===== src/rtl/mult_div_seq_if.sv =====
// mult_div_seq_if: operand/handshake/result bundle between the control FSM and the multiply/divide unit
interface mult_div_seq_if #(parameter int WIDTH = 32);
  logic             start;
  logic [1:0]       op;
  logic             signed_mode;
  logic [WIDTH-1:0] a;
  logic [WIDTH-1:0] b;
  logic             busy;
  logic             done;
  logic             div_zero;
  logic [WIDTH-1:0] hi;
  logic [WIDTH-1:0] lo;
  modport master (output start, op, signed_mode, a, b, input busy, done, div_zero, hi, lo);
  modport slave (input start, op, signed_mode, a, b, output busy, done, div_zero, hi, lo);
endinterface


===== src/rtl/mult_div_seq.sv =====
// mult_div_seq: sequential radix-2 shift-add multiplier / restoring divider on sign magnitudes, sign fixed in one final cycle
module mult_div_seq #(
  parameter int WIDTH = 32,
  parameter int CNT_W = $clog2(WIDTH + 1)
) (
  input logic           clk,
  input logic           reset,
  mult_div_seq_if.slave bus
);
  localparam logic [1:0] IDLE = 2'd0, RUN = 2'd1, FIX = 2'd2;
  logic [1:0]         state_q, state_d;
  logic               is_div_q, is_div_d, neg_q, neg_d, sa_q, sa_d;
  logic [WIDTH-1:0]   mcand_q, mcand_d, mplier_q, mplier_d, quo_q, quo_d, rem_q, rem_d;
  logic [WIDTH-1:0]   hi_q, hi_d, lo_q, lo_d;
  logic [2*WIDTH-1:0] acc_q, acc_d, prod;
  logic [CNT_W-1:0]   cnt_q, cnt_d;
  logic               busy_q, busy_d, done_q, done_d, dz_q, dz_d;
  logic               sa, sb, go, ge;
  logic [WIDTH:0]     sum, shifted, diff;
  always_comb begin
    sa = bus.signed_mode & bus.a[WIDTH-1];
    sb = bus.signed_mode & bus.b[WIDTH-1];
    go = bus.start & (bus.op[0] ^ bus.op[1]);
    sum = {1'b0, acc_q[2*WIDTH-1:WIDTH]} + {1'b0, {WIDTH{mplier_q[0]}} & mcand_q};
    // dividend magnitude is shifted out of mcand MSB-first into the partial remainder
    shifted = {rem_q, mcand_q[WIDTH-1]};
    ge = shifted >= {1'b0, mplier_q};
    diff = shifted - {1'b0, mplier_q};
    prod = neg_q ? -acc_q : acc_q;
    state_d = state_q;
    is_div_d = is_div_q;
    neg_d = neg_q;
    sa_d = sa_q;
    mcand_d = mcand_q;
    mplier_d = mplier_q;
    quo_d = quo_q;
    rem_d = rem_q;
    acc_d = acc_q;
    cnt_d = cnt_q;
    hi_d = hi_q;
    lo_d = lo_q;
    busy_d = busy_q;
    done_d = 1'b0;
    dz_d = 1'b0;
    if (state_q == IDLE && go) begin
      if (bus.op[1] && bus.b == '0) begin
        done_d = 1'b1;
        dz_d = 1'b1;
      end else begin
        is_div_d = bus.op[1];
        sa_d = sa;
        neg_d = sa ^ sb;
        mcand_d = sa ? -bus.a : bus.a;
        mplier_d = sb ? -bus.b : bus.b;
        acc_d = '0;
        rem_d = '0;
        quo_d = '0;
        cnt_d = CNT_W'(WIDTH);
        busy_d = 1'b1;
        state_d = RUN;
      end
    end else if (state_q == RUN) begin
      cnt_d = cnt_q - CNT_W'(1);
      state_d = cnt_q == CNT_W'(1) ? FIX : RUN;
      if (is_div_q) begin
        rem_d = ge ? diff[WIDTH-1:0] : shifted[WIDTH-1:0];
        quo_d = {quo_q[WIDTH-2:0], ge};
        mcand_d = mcand_q << 1;
      end else begin
        acc_d = {sum, acc_q[WIDTH-1:1]};
        mplier_d = mplier_q >> 1;
      end
    end else if (state_q == FIX) begin
      hi_d = is_div_q ? (sa_q ? -rem_q : rem_q) : prod[2*WIDTH-1:WIDTH];
      lo_d = is_div_q ? (neg_q ? -quo_q : quo_q) : prod[WIDTH-1:0];
      done_d = 1'b1;
      busy_d = 1'b0;
      state_d = IDLE;
    end
  end
  always_ff @(posedge clk) begin
    if (!reset) begin
      state_q <= IDLE;
      is_div_q <= 1'b0;
      neg_q <= 1'b0;
      sa_q <= 1'b0;
      mcand_q <= '0;
      mplier_q <= '0;
      quo_q <= '0;
      rem_q <= '0;
      acc_q <= '0;
      cnt_q <= '0;
      hi_q <= '0;
      lo_q <= '0;
      busy_q <= 1'b0;
      done_q <= 1'b0;
      dz_q <= 1'b0;
    end else begin
      state_q <= state_d;
      is_div_q <= is_div_d;
      neg_q <= neg_d;
      sa_q <= sa_d;
      mcand_q <= mcand_d;
      mplier_q <= mplier_d;
      quo_q <= quo_d;
      rem_q <= rem_d;
      acc_q <= acc_d;
      cnt_q <= cnt_d;
      hi_q <= hi_d;
      lo_q <= lo_d;
      busy_q <= busy_d;
      done_q <= done_d;
      dz_q <= dz_d;
    end
  end
  assign bus.busy = busy_q;
  assign bus.done = done_q;
  assign bus.div_zero = dz_q;
  assign bus.hi = hi_q;
  assign bus.lo = lo_q;
endmodule


===== src/flat_wrapper.sv =====
// flat-port wrapper written by rule: the top's interface ports become plain ports
module mult_div_seq_flat 
#(
  parameter int WIDTH = 32,
  parameter int CNT_W = $clog2(WIDTH + 1)
)
  (clk, reset, bus_start, bus_op, bus_signed_mode, bus_a, bus_b, bus_busy, bus_done, bus_div_zero, bus_hi, bus_lo);
  mult_div_seq_if #(.WIDTH(WIDTH)) bus_i ();
  input logic clk;
  input logic reset;
  input wire logic [$bits(bus_i.start)-1:0] bus_start;
  input wire logic [$bits(bus_i.op)-1:0] bus_op;
  input wire logic [$bits(bus_i.signed_mode)-1:0] bus_signed_mode;
  input wire logic [$bits(bus_i.a)-1:0] bus_a;
  input wire logic [$bits(bus_i.b)-1:0] bus_b;
  output wire logic [$bits(bus_i.busy)-1:0] bus_busy;
  output wire logic [$bits(bus_i.done)-1:0] bus_done;
  output wire logic [$bits(bus_i.div_zero)-1:0] bus_div_zero;
  output wire logic [$bits(bus_i.hi)-1:0] bus_hi;
  output wire logic [$bits(bus_i.lo)-1:0] bus_lo;
  assign bus_i.start = bus_start;
  assign bus_i.op = bus_op;
  assign bus_i.signed_mode = bus_signed_mode;
  assign bus_i.a = bus_a;
  assign bus_i.b = bus_b;
  assign bus_busy = bus_i.busy;
  assign bus_done = bus_i.done;
  assign bus_div_zero = bus_i.div_zero;
  assign bus_hi = bus_i.hi;
  assign bus_lo = bus_i.lo;
  mult_div_seq #(.WIDTH(WIDTH), .CNT_W(CNT_W)) u_core (.clk(clk), .reset(reset), .bus(bus_i));
endmodule

===== config.mk =====
export PLATFORM = sky130hd
export DESIGN_NAME = mult_div_seq_flat
export DESIGN_NICKNAME = d
export VERILOG_FILES = /design/src/rtl/mult_div_seq_if.sv /design/src/rtl/mult_div_seq.sv /design/src/flat_wrapper.sv
export SDC_FILE = /design/constraint.sdc
export NUM_CORES = 1
export LEC_CHECK = 0
export CAP_MARGIN = 20
export CORE_MARGIN = 8
export CORE_UTILIZATION = 40
export DETAILED_ROUTE_END_ITERATION = 10
export GPL_ROUTABILITY_DRIVEN = 0
export GPL_TIMING_DRIVEN = 0
export RECOVER_POWER = 100
export REMOVE_ABC_BUFFERS = 1
export SETUP_SLACK_MARGIN = 0.2
export SLEW_MARGIN = 40
export SYNTH_ARGS = -nofsm -noshare
export SYNTH_HDL_FRONTEND = slang
export SYNTH_SLANG_ARGS = --single-unit
export TNS_END_PERCENT = 100

===== constraint.sdc =====
create_clock -name clk -period 4.5 [get_ports clk]
set_clock_uncertainty 0.2 [all_clocks]
set_input_delay 0.675 -clock clk [delete_from_list [all_inputs] [get_ports clk]]
set_output_delay 0.675 -clock clk [all_outputs]
set_load 0.1 [all_outputs]

==> flow_metrics.tcl <==
set metrics [dict create \
    final-seq-area_mm2 0.00542 \
    cts_buffer_depth 3 \
    crit_top_cell "or3_1" \
    initial_core_util_pct 40.6 \
    min_path_type "reg2reg" \
    status "finished with violations" \
    syn_area_mm2 0.0179 \
    grt_pass1_wl_um 85500 \
    hpwlAfterDp_um 38700 \
    avgRoutedWirePerCell_um 17.6 \
    p_switching_mw 2.41 \
    fin_ws_ns 0.314 \
    crit_type "in2reg" \
    hold_violations 0 \
    synth_cell_types 81 \
    drc_errors 0 \
    fp.dieH_um 228 \
    place_inst 2970 \
    path_clk_slew_ns 0.05 \
    drt_iter0_drc 1451 \
    synth_edf_count 0 \
    synth_flop_cell "dfxtp_1" \
    critPathSlowestCell "or4_4" \
    slowest_delay_ns 0.55 \
    grt_max_degree 73 \
    fmax_ghz 0.239 \
    finalMaxSlewViolations 58 \
    antenna_found_initial 0 \
    yosys.area.top_type "dfxtp_1" \
    numCtsBuffers 34 \
    p_int_mw 5.02 \
    async_flop_share_pct 0 \
    final_cells 3046 \
    pwr-share-seq_pct 34.6 \
    rows 77 \
    ant_nets 0 \
    n_antenna_cell 0 \
    routed-via-count 17400 \
    synth_area_leaders "dfxtp_1 30%, nand2_1 6.1%, a21oi_1 5.9%" \
    grt-ovfl-total 0 \
    multiInputGateArea_mm2 0.0117 \
    holdPathStages 2 \
    grt_pass1_vias 16400 \
    tritoncts "yes" \
    reg2reg_slack_ns 0.32 \
    h-tree-depth 2 \
    hold_end "u_core.bus.hi[11]$_SDFFE_PN0P_" \
    tns_ns 0 \
    layout-drive-gt1-share_pct 5.42 \
    synthToLayoutAreaGrowth_pct 15.4 \
    hold_path_startpoint "u_core.bus.hi[11]$_SDFFE_PN0P_" \
    period_needed_ns 4.19 \
    period_share_pct 93.0 \
    power_frac_comb_pct 28.3 \
    nets 2578 \
    reg2reg_to "u_core.acc_q[59]$_SDFFE_PN0P_" \
    cp.required_ns 4.74 \
    arrival_ns 4.43 \
    pin_count 137 \
    ys_seq_elements 270 \
    rsz0062_at_grt "no" \
    fp.dieArea_mm2 0.0519 \
    peakVddDrop_mv 0.236 \
    syn-instance-count 2363 \
    power.density_mw_per_mm2 359 \
    p_clk_share_pct 37.1 \
    maxCapViolCount 1 \
    regToRegStartpoint "u_core.mplier_q[0]$_SDFFE_PN0P_" \
    p_sw_share_pct 32.5 \
    cp-start-kind "primary input" \
    end_kind "flop" \
    place_ws_ns -0.485 \
    r2r_cells 13 \
    drtPass1Iterations 6 \
    root_buffer "clkbuf_16" \
    worst_slew_pin_slew_ns 2.11 \
    viasPerCell 5.73 \
    track_usage_pct 19.5 \
    core_mm2 0.0442 \
    finalSetupViolations 0 \
    cp_max_fo 34 \
    port-buffer-count 136 \
    slew_headroom_pct -40.5 \
    syn_avg_cell_area_um2 7.59 \
    p_total_mw 7.43 \
    clock_latency_ns 0.54 \
    violations "max-capacitance violations, max-slew violations" \
    wl_um 53600 \
    yosysSeqAreaShare_pct 30.1 \
    n_fill_cell 4462 \
    final_util_pct 46.8 \
    p_leak_nw 8.00 \
    crit_chain "clkdlybuf4s50_1 -> or4_4 -> or3_1 -> or3_1 -> or2_4 -> nor4_4 -> nand2b_2 -> nand2_4 -> nor2_8 -> a32oi_1 -> o31ai_1" \
    ys_warn_count 0 \
    yosysTopAreaCellShare_pct 30.1 \
    die_w_um 228 \
    cts_sinks 270 \
]
[how the worst max path moves through the flow]
| stage | start | slack, ns | depth (start not counted) | endpoint |
|---|---|---|---|---|
| 3_5_place_dp | bus_b[8] | -0.49 | 11 | u_core.rem_q[21]$_SDFFE_PN0P_ |
| 4_1_cts | bus_b[8] | 0.27 | 11 | u_core.rem_q[21]$_SDFFE_PN0P_ |
| 3_3_place_gp | reset | -5.65 | 4 | u_core.bus.lo[24]$_SDFFE_PN0P_ |
| 6_report | bus_b[8] | 0.31 | 11 | u_core.rem_q[21]$_SDFFE_PN0P_ |
| 5_1_grt | bus_b[8] | 0.11 | 13 | u_core.mcand_q[29]$_SDFFE_PN0P_ |
| 2_1_floorplan | u_core.is_div_q$_SDFFE_PN0P_ | -1.63 | 5 | u_core.acc_q[35]$_SDFFE_PN0P_ |
[worst max-delay path: cells and delay by family]
kind / cells / cell delay [ns]
compound gates: 2 / 0.20
buf+inv: 1 / 0.48
simple gates: 8 / 3.05
[cell usage in the layout (no fill, tap or decap), types with 11 or more instances in the layout]
cell type	n
a211oi_1	43
a21o_1	34
a21oi_1	211
a22oi_1	73
a31oi_1	18
and2_1	39
clkbuf_1	77
clkbuf_16	35
clkdlybuf4s50_1	68
dfxtp_1	266
ha_1	74
inv_1	69
mux2i_1	16
nand2_1	287
nand2b_1	14
nand3_1	47
nand4_1	17
nor2_1	238
nor3_1	36
nor4_1	16
o211ai_1	59
o21ai_0	187
o31ai_1	47
o41ai_1	11
or3_1	37
or4_1	20
xnor2_1	108
xor2_1	95
[per-layer routing]
metal / up-vias / global-route usage, % / wire length (um)
li1: 8654 / - / -
met2: 410 / 31.3 / 24300
met5: - / 0 / 0
met3: 113 / 3.70 / 2810
met4: 0 / 8.66 / 2050
met1: 8270 / 25.1 / 24500
[registers in the layout, summed over array words and instances, names as in the netlist]
signal / flops
u_core.bus.div_zero: 1
u_core.mcand_q: 32
u_core.neg_q: 1
u_core.bus.busy: 1
u_core.state_q: 2
u_core.rem_q: 32
u_core.acc_q: 64
u_core.is_div_q: 1
u_core.sa_q: 1
u_core.bus.lo: 32
u_core.quo_q: 32
u_core.mplier_q: 32
u_core.bus.done: 1
u_core.bus.hi: 32
u_core.cnt_q: 6
[cell families after synthesis]
logic type | share of synthesized area (%)
muxes | 1.02
buffers and inverters | 4.88
xor gates and xnor gates | 9.91
and+or+nand+nor | 21.6
AOI/OAI and AO/OA | 27.0
DFF | 30.1
adders and majority gates | 5.46
[cell usage after synthesis, drive strengths merged, types with 43 or more instances]
library cell / instances
xor2: 95
dfxtp: 270
inv: 70
ha: 75
clkbuf: 98
nand2: 291
xnor2: 108
a211oi: 43
a22oi: 73
nand3: 48
nor2: 243
a21oi: 212
o31ai: 49
o211ai: 59
o21ai: 190
[layout make-up]
type / instances / area share, %
Clock buffer: 53 / 4.99
Inverter: 70 / 1.28
Tap cell: 592 / 3.58
Clock inverter: 6 / 0.405
Multi-Input combinational cell: 1886 / 56.7
Sequential cell: 270 / 26.2
Timing Repair Buffer: 169 / 6.84
[per-stage QoR]
| stage | hold slack [ns] | area (um^2) |
|---|---|---|
| 2_1_floorplan | 0.232 | 17300 |
| 3_3_place_gp | 0.235 | 19400 |
| 3_5_place_dp | 0.236 | 19600 |
| 4_1_cts | 0.244 | 20700 |
| 5_1_grt | 0.271 | 20700 |
| 6_report | 0.244 | 20700 |
[power by group through the flow]
stage                     logic [mW]  clock network [mW]  registers, mW
after floorplan                 1.31                   0           2.62
after global placement          1.78                   0           2.65
after detailed placement        1.98                   0           2.63
after CTS                       2.00                2.82           2.58
after global routing            2.30                2.92           2.59
final                           2.10                2.75           2.57
[timing repair]
action	in CTS	in global routing
pin swaps	1	5
setup buffers	0	15
resized for setup	3	2
gates cloned	1	1
setup endpoints to repair	34	68
hold buffers	0	0
Note: power is estimated with default switching activity, not from simulation.
